===== src/rtl/mux_nx1_scan.sv =====
// mux_nx1_scan: N-channel registered display mux, manual select or auto scan with a blank gap per advance; in clk rst mode sel blank ent, out out en cur_sel tick
module mux_nx1_scan #(
  parameter int P_WIDTH = 7,
  parameter int P_CHANNELS = 4,
  parameter int P_DIV = 50000,
  parameter logic [P_WIDTH-1:0] P_BLANK_VAL = P_WIDTH'(7'h7F),
  localparam int SEL_W = $clog2(P_CHANNELS)
) (
  input  logic                          clk,
  input  logic                          rst,
  input  logic                          mode,
  input  logic [SEL_W-1:0]              sel,
  input  logic                          blank,
  input  logic [P_CHANNELS*P_WIDTH-1:0] ent,
  output logic [P_WIDTH-1:0]            out,
  output logic [P_CHANNELS-1:0]         en,
  output logic [SEL_W-1:0]              cur_sel,
  output logic                          tick
);
  localparam int PW = $clog2(P_DIV);
  logic [PW-1:0] psc_q, psc_d;
  logic [SEL_W-1:0] sel_q, sel_d, pick;
  logic [P_WIDTH-1:0] out_q, out_d;
  logic [P_CHANNELS-1:0] en_q, en_d;
  logic tick_q, tick_d, adv;
  always_comb begin
    adv = mode && psc_q == PW'(P_DIV - 1);
    pick = mode ? sel_q : (int'(sel) < P_CHANNELS ? sel : '0);
    psc_d = mode && !adv ? psc_q + PW'(1) : '0;
    sel_d = adv ? (sel_q == SEL_W'(P_CHANNELS - 1) ? '0 : sel_q + SEL_W'(1)) : pick;
    tick_d = adv;
    out_d = blank || adv ? P_BLANK_VAL : ent[int'(pick)*P_WIDTH +: P_WIDTH];
    en_d = blank || adv ? '0 : P_CHANNELS'(1) << pick;
  end
  always_ff @(posedge clk) begin
    if (rst) begin
      psc_q  <= '0;
      sel_q  <= '0;
      out_q  <= P_BLANK_VAL;
      en_q   <= '0;
      tick_q <= 1'b0;
    end else begin
      psc_q  <= psc_d;
      sel_q  <= sel_d;
      out_q  <= out_d;
      en_q   <= en_d;
      tick_q <= tick_d;
    end
  end
  assign out = out_q;
  assign en = en_q;
  assign cur_sel = sel_q;
  assign tick = tick_q;
endmodule

===== config.mk =====
export PLATFORM = sky130hd
export DESIGN_NAME = mux_nx1_scan
export DESIGN_NICKNAME = d
export VERILOG_FILES = /design/src/rtl/mux_nx1_scan.sv
export SDC_FILE = /design/constraint.sdc
export NUM_CORES = 1
export LEC_CHECK = 0
export ABC_CLOCK_PERIOD_IN_PS = 2550
export CORE_MARGIN = 5
export CORE_UTILIZATION = 25
export DETAILED_ROUTE_END_ITERATION = 10
export SETUP_SLACK_MARGIN = 0.5
export SLEW_MARGIN = 10
export SYNTH_ARGS = -nofsm -noshare
export SYNTH_HDL_FRONTEND = slang
export SYNTH_SLANG_ARGS = --single-unit
export TNS_END_PERCENT = 1

===== constraint.sdc =====
create_clock -name clk -period 2.55 [get_ports clk]
set_input_delay 0.3825 -clock clk [delete_from_list [all_inputs] [get_ports clk]]
set_output_delay 0.3825 -clock clk [all_outputs]
set_load 0.05 [all_outputs]

Word-level counts from Yosys, hierarchy flattened
Index checks and enable logic that the tools add are counted.
W data, S select, Z words.
{ "word_totals": {"regBits": 30, "latchBits": 0, "ramBits": 0, "rom_bits": 0, "out_inout_bits": 14, "elab_cells": 22, "mem_count": 0} }
{ "classes": {"add_sub_neg": 2, "multipliers": 1, "div_mod_pow": 0, "magnitude_cmp": 0, "n_eq_ne": 2, "shifts": 2, "muxes": 3, "bitwise_logic": 1, "n_reduce_logical": 6} }
{ "op_table": {"columns": ["cell", "count"], "rows": [
  ["$shiftx A28 B6 Y7", 1],
  ["$add A16 B1 Y16 const B", 1],
  ["$eq A16 B16 Y1 const B", 1],
  ["$mux W2", 3],
  ["$mul A2 B3 Y5 const B", 1],
  ["$reduce_or A2 Y1", 2],
  ["$shl A1 B2 Y4 const A", 1],
  ["$add A2 B1 Y2 const B", 1],
  ["$eq A2 B2 Y1 const B", 1],
  ["$logic_and A1 B1 Y1", 2],
  ["$logic_not A1 Y1", 1],
  ["$logic_or A1 B1 Y1", 1],
  ["$not A1 Y1", 1]
]} }

Depth between registers and ports, before layout
{ "depth": {"word_depth": 6, "depth_mapped": 6, "depth_no_buf": 5} }

Worst setup path before layout
OpenSTA, ideal clock, no wires.
{ "synth_timing": {"path_type": "flip-flop to flip-flop", "startpoint": "register sel_q[0], in the netlist cur_sel[0]", "endpoint": "register out_q[0], in the netlist out[0]", "arrival_time_ns": 1.626, "t_required_ns": 2.433, "path_slack_ns": 0.807, "path_stages_with_launch": 5, "path_cell_list": "dfxtp_1 -> mux2i_1 -> buf_4 -> mux4_2 -> nand2b_1"} }
{ "synth_between": {"elab_chain_len": 3} }
{ "synth_lines": {"columns": ["item", "line_no", "rtl"], "rows": [
  ["start, declared", "22", "logic [SEL_W-1:0] sel_q, sel_d, pick;"],
  ["start signal, assigned", "44", "sel_q <= sel_d;"],
  ["$mux W2", "28", "pick = mode ? sel_q : (int'(sel) < P_CHANNELS ? sel : '0);"],
  ["$mul A2 B3 Y5", "32", "out_d = blank || adv ? P_BLANK_VAL : ent[int'(pick)*P_WIDTH +: P_WIDTH];"],
  ["$shiftx A28 B6 Y7", "32", null],
  ["end signal, assigned", "45", "out_q <= out_d;"],
  ["end, declared", "23", "logic [P_WIDTH-1:0] out_q, out_d;"]
]} }
No other way between the ends.
A chain may end at the register's enable or synchronous reset.

Final worst setup path
{ "layout_timing": {"startpoint": "register sel_q[0], in the netlist cur_sel[0]", "endpoint": "output port cur_sel[0]"} }
{ "layout_lines": {"columns": ["item", "line_no", "rtl"], "rows": [
  ["end, declared", "17", "output logic [SEL_W-1:0] cur_sel,"]
]} }
No word-level cell between the ends.

==> run summary <==
Clock buffer depth: 2
Most frequent cells in the layout: 47 x clkdlybuf4s50_1, 30 x dfxtp_1, 19 x nor2_1
TritonCTS clock tree: built
Final Hold Slack: 0.466 ns
CP max stage cell: clkdlybuf4s50_1
Largest net degree at the start of global routing: 16
Fin. Hold Viols: 0
Layout Area Growth over Synthesis: 50.2%
Post-CTS setup repair buffer count: 0
Worst IR Drop VDD: 304 uV
All-Layer GR Usage: 9.45%
Power Density: 616 mW/mm^2
Critical path buffers and inverters: 1
Cell taking the most area after synthesis: dfxtp_1
Fin crit period: 1.89 ns
Final setup vio count: 0
Seq pwr share: 38.4%
WL met3: 411 um
CTS Buf Count: 5
Crit path largest cell delay: 0.83 ns
First-pass GRT wire length: 5.25 mm
Final instance area: 0.00206 mm^2
TNS Setup: 0 ns
RSZ-0062 raised after global routing: false
Gpl congestion: 0.767
DP HPWL: 2.36 mm
Switch Pwr: 268 uW
Worst Reg-to-Reg Cells: 5
Most common cell after layout, fill and taps aside: clkdlybuf4s50_1
Worst r2r src: psc_q[0]$_SDFF_PP0_
Die W: 84.1 um
Core ar.: 0.00541 mm^2
Clk pwr share: 47.4%
Setup slack after layout: 0.664 ns
Power Internal: 1000 uW
Ant. Diodes: 0
Min-delay src: psc_q[0]$_SDFF_PP0_
Area of the multi-input gates: 722 um^2
Clk sinks: 30
Wl on met1: 1.25 mm
Routed Antenna Nets: 0
Initial Util: 25.4%
Hold Path Class: flop to flop
Mean post-synth cell area: 10.5 um^2
#FFs+latches synth: 30
Crit path max fanout: 5
# Max-Cap Violations: 0
Status: completed
Highest achievable clock rate: 530 MHz
Htree depth: 2
Crit-path cells: clkdlybuf4s50_1
Static Leak: 0.000741 uW
Syn nets: 167
RR Endpoint: psc_q[12]$_SDFF_PP0_
Clock root buffer: clkbuf_8
Chip height: 84.1 um
Worst-Margin Slew: 0.578 ns
Post_cts resized: 0
Avg WL per Cell: 12.0 um
Pre-CTS WS: 0.402 ns
DR vias/cell: 4.31
Switching Fraction: 21.1%
CP startpoint kind: flop
# IOs: 48
Library cells used by synthesis: 30
CP endpoint kind: output pin
DR pass1 iterations: 4
Die Area: 0.00707 mm^2
Routed length on met2: 1.37 mm
Clock insertion delay at the later pin of the skew report: 0.28 ns
Mapped cell area: 0.00137 mm^2
Reg clk slew, reported paths: 0.07 ns
FF-to-FF setup slack: 0.72 ns
Worst Hold Depth: 1
Hold endpoint: psc_q[0]$_SDFF_PP0_
CP arrival: 1.50 ns
Final Slew Violations: 0
Post-route DRC: 0
Comb power frac: 14.2%
Synthesized instance count: 131
Synth top area share: 43.8%
Final period util: 73.9%
Final Power: 1270 uW
WP data required: 2.17 ns
Worst setup path class: flop to output pin
Register area: 601 um^2
DRT iter0 DRCs: 37
Port bufs: 47
Antenna violations before repair: 0
Cell row count: 27
Top layer in use: met4
Crit path max-delay family: buffers and inverters
Hold buffers post-CTS: 0
Grt ovf: 0
Post-DP Area: 0.00192 mm^2
Fill count: 577
Worst slew margin: 61.4%
Final WL: 3.07 mm
Synth area leaders: dfxtp_1 44%, mux4_2 11%, nor2_1 5.2%
Sequential element share of the synthesized area: 43.8%
DR vias: 1100
Clock skew: 0.00567 ns
Vias in the first global route: 1165
Layout Nets: 218
Yosys warns: 0
Share of post-route cells with drive strength above 1: 13.1%
==> synthesized netlist by cell type (all sizes together) <==
cell type,count
nor4,2
o21a,2
mux4,7
or3,2
xor2,5
xnor2,8
dfxtp,30
nand2,4
inv,3
nor3,4
a311oi,1
and3,4
nor2,19
nor3b,1
nand2b,9
o31ai,1
and3b,2
or4,1
nor4b,1
nand4,5
and4,1
a21oi,1
mux2i,2
ha,2
and4bb,2
buf,6
nand3,6
==> state kept, by name (all words and copies together) (netlist names) <==
signal and flops:
cur_sel 2, out 7, tick 1, en 4, psc_q 16
==> logic make-up after synthesis <==
family	synth area share, %
buffers and inverters	3.56
AO/OA/AOI/OAI	3.10
adder cells (fa/ha/maj)	1.82
XOR/XNOR	8.30
AND/OR/NAND/NOR	26.5
flip-flops	43.8
multiplexers	13.0
==> how the worst max path moves through the flow <==
stage                                from                   to  depth (start not counted)  slack (ns)
floorplan           cur_sel[0]$_SDFF_PP0_    out[0]$_SDFF_PP1_                          4        0.81
global placement                     mode    out[4]$_SDFF_PP1_                          5        0.41
detailed placement                   mode    out[2]$_SDFF_PP1_                          5        0.40
CTS                 cur_sel[0]$_SDFF_PP0_           cur_sel[0]                          1        0.64
global route          psc_q[0]$_SDFF_PP0_  psc_q[8]$_SDFF_PP0_                          5        0.52
finish              cur_sel[0]$_SDFF_PP0_           cur_sel[0]                          1        0.66
==> layout make-up <==
| cell class | instances | share of cell area, % |
|---|---|---|
| clock buffers | 6 | 4.01 |
| well taps | 72 | 4.37 |
| flip-flops and latches | 30 | 29.2 |
| inverters | 3 | 0.547 |
| multi-input cells | 92 | 35.1 |
| clock inverters | 2 | 2.92 |
| repair buffers | 50 | 23.9 |
==> through the flow <==
stage / cells / util [%]
4_1_cts: 255 / 38.1
2_1_floorplan: 131 / -
3_5_place_dp: 247 / 35.5
6_report: 255 / 38.1
3_3_place_gp: 247 / 35.5
5_1_grt: 255 / 38.1
==> layer usage <==
layer,GRT usage [%],vias to the layer above
met1,9.79,492
li1,-,563
met2,15.0,41
met4,3.07,0
met5,0,-
met3,6.81,4
==> power groups by stage <==
stage               combinational (uW)  sequential [uW]  clock [uW]
floorplan                         62.1              536           0
global placement                   182              497           0
detailed placement                 183              498           0
CTS                                183              487         620
global route                       193              489         642
finish                             180              487         601
Note: power is estimated with default switching activity, not from simulation.
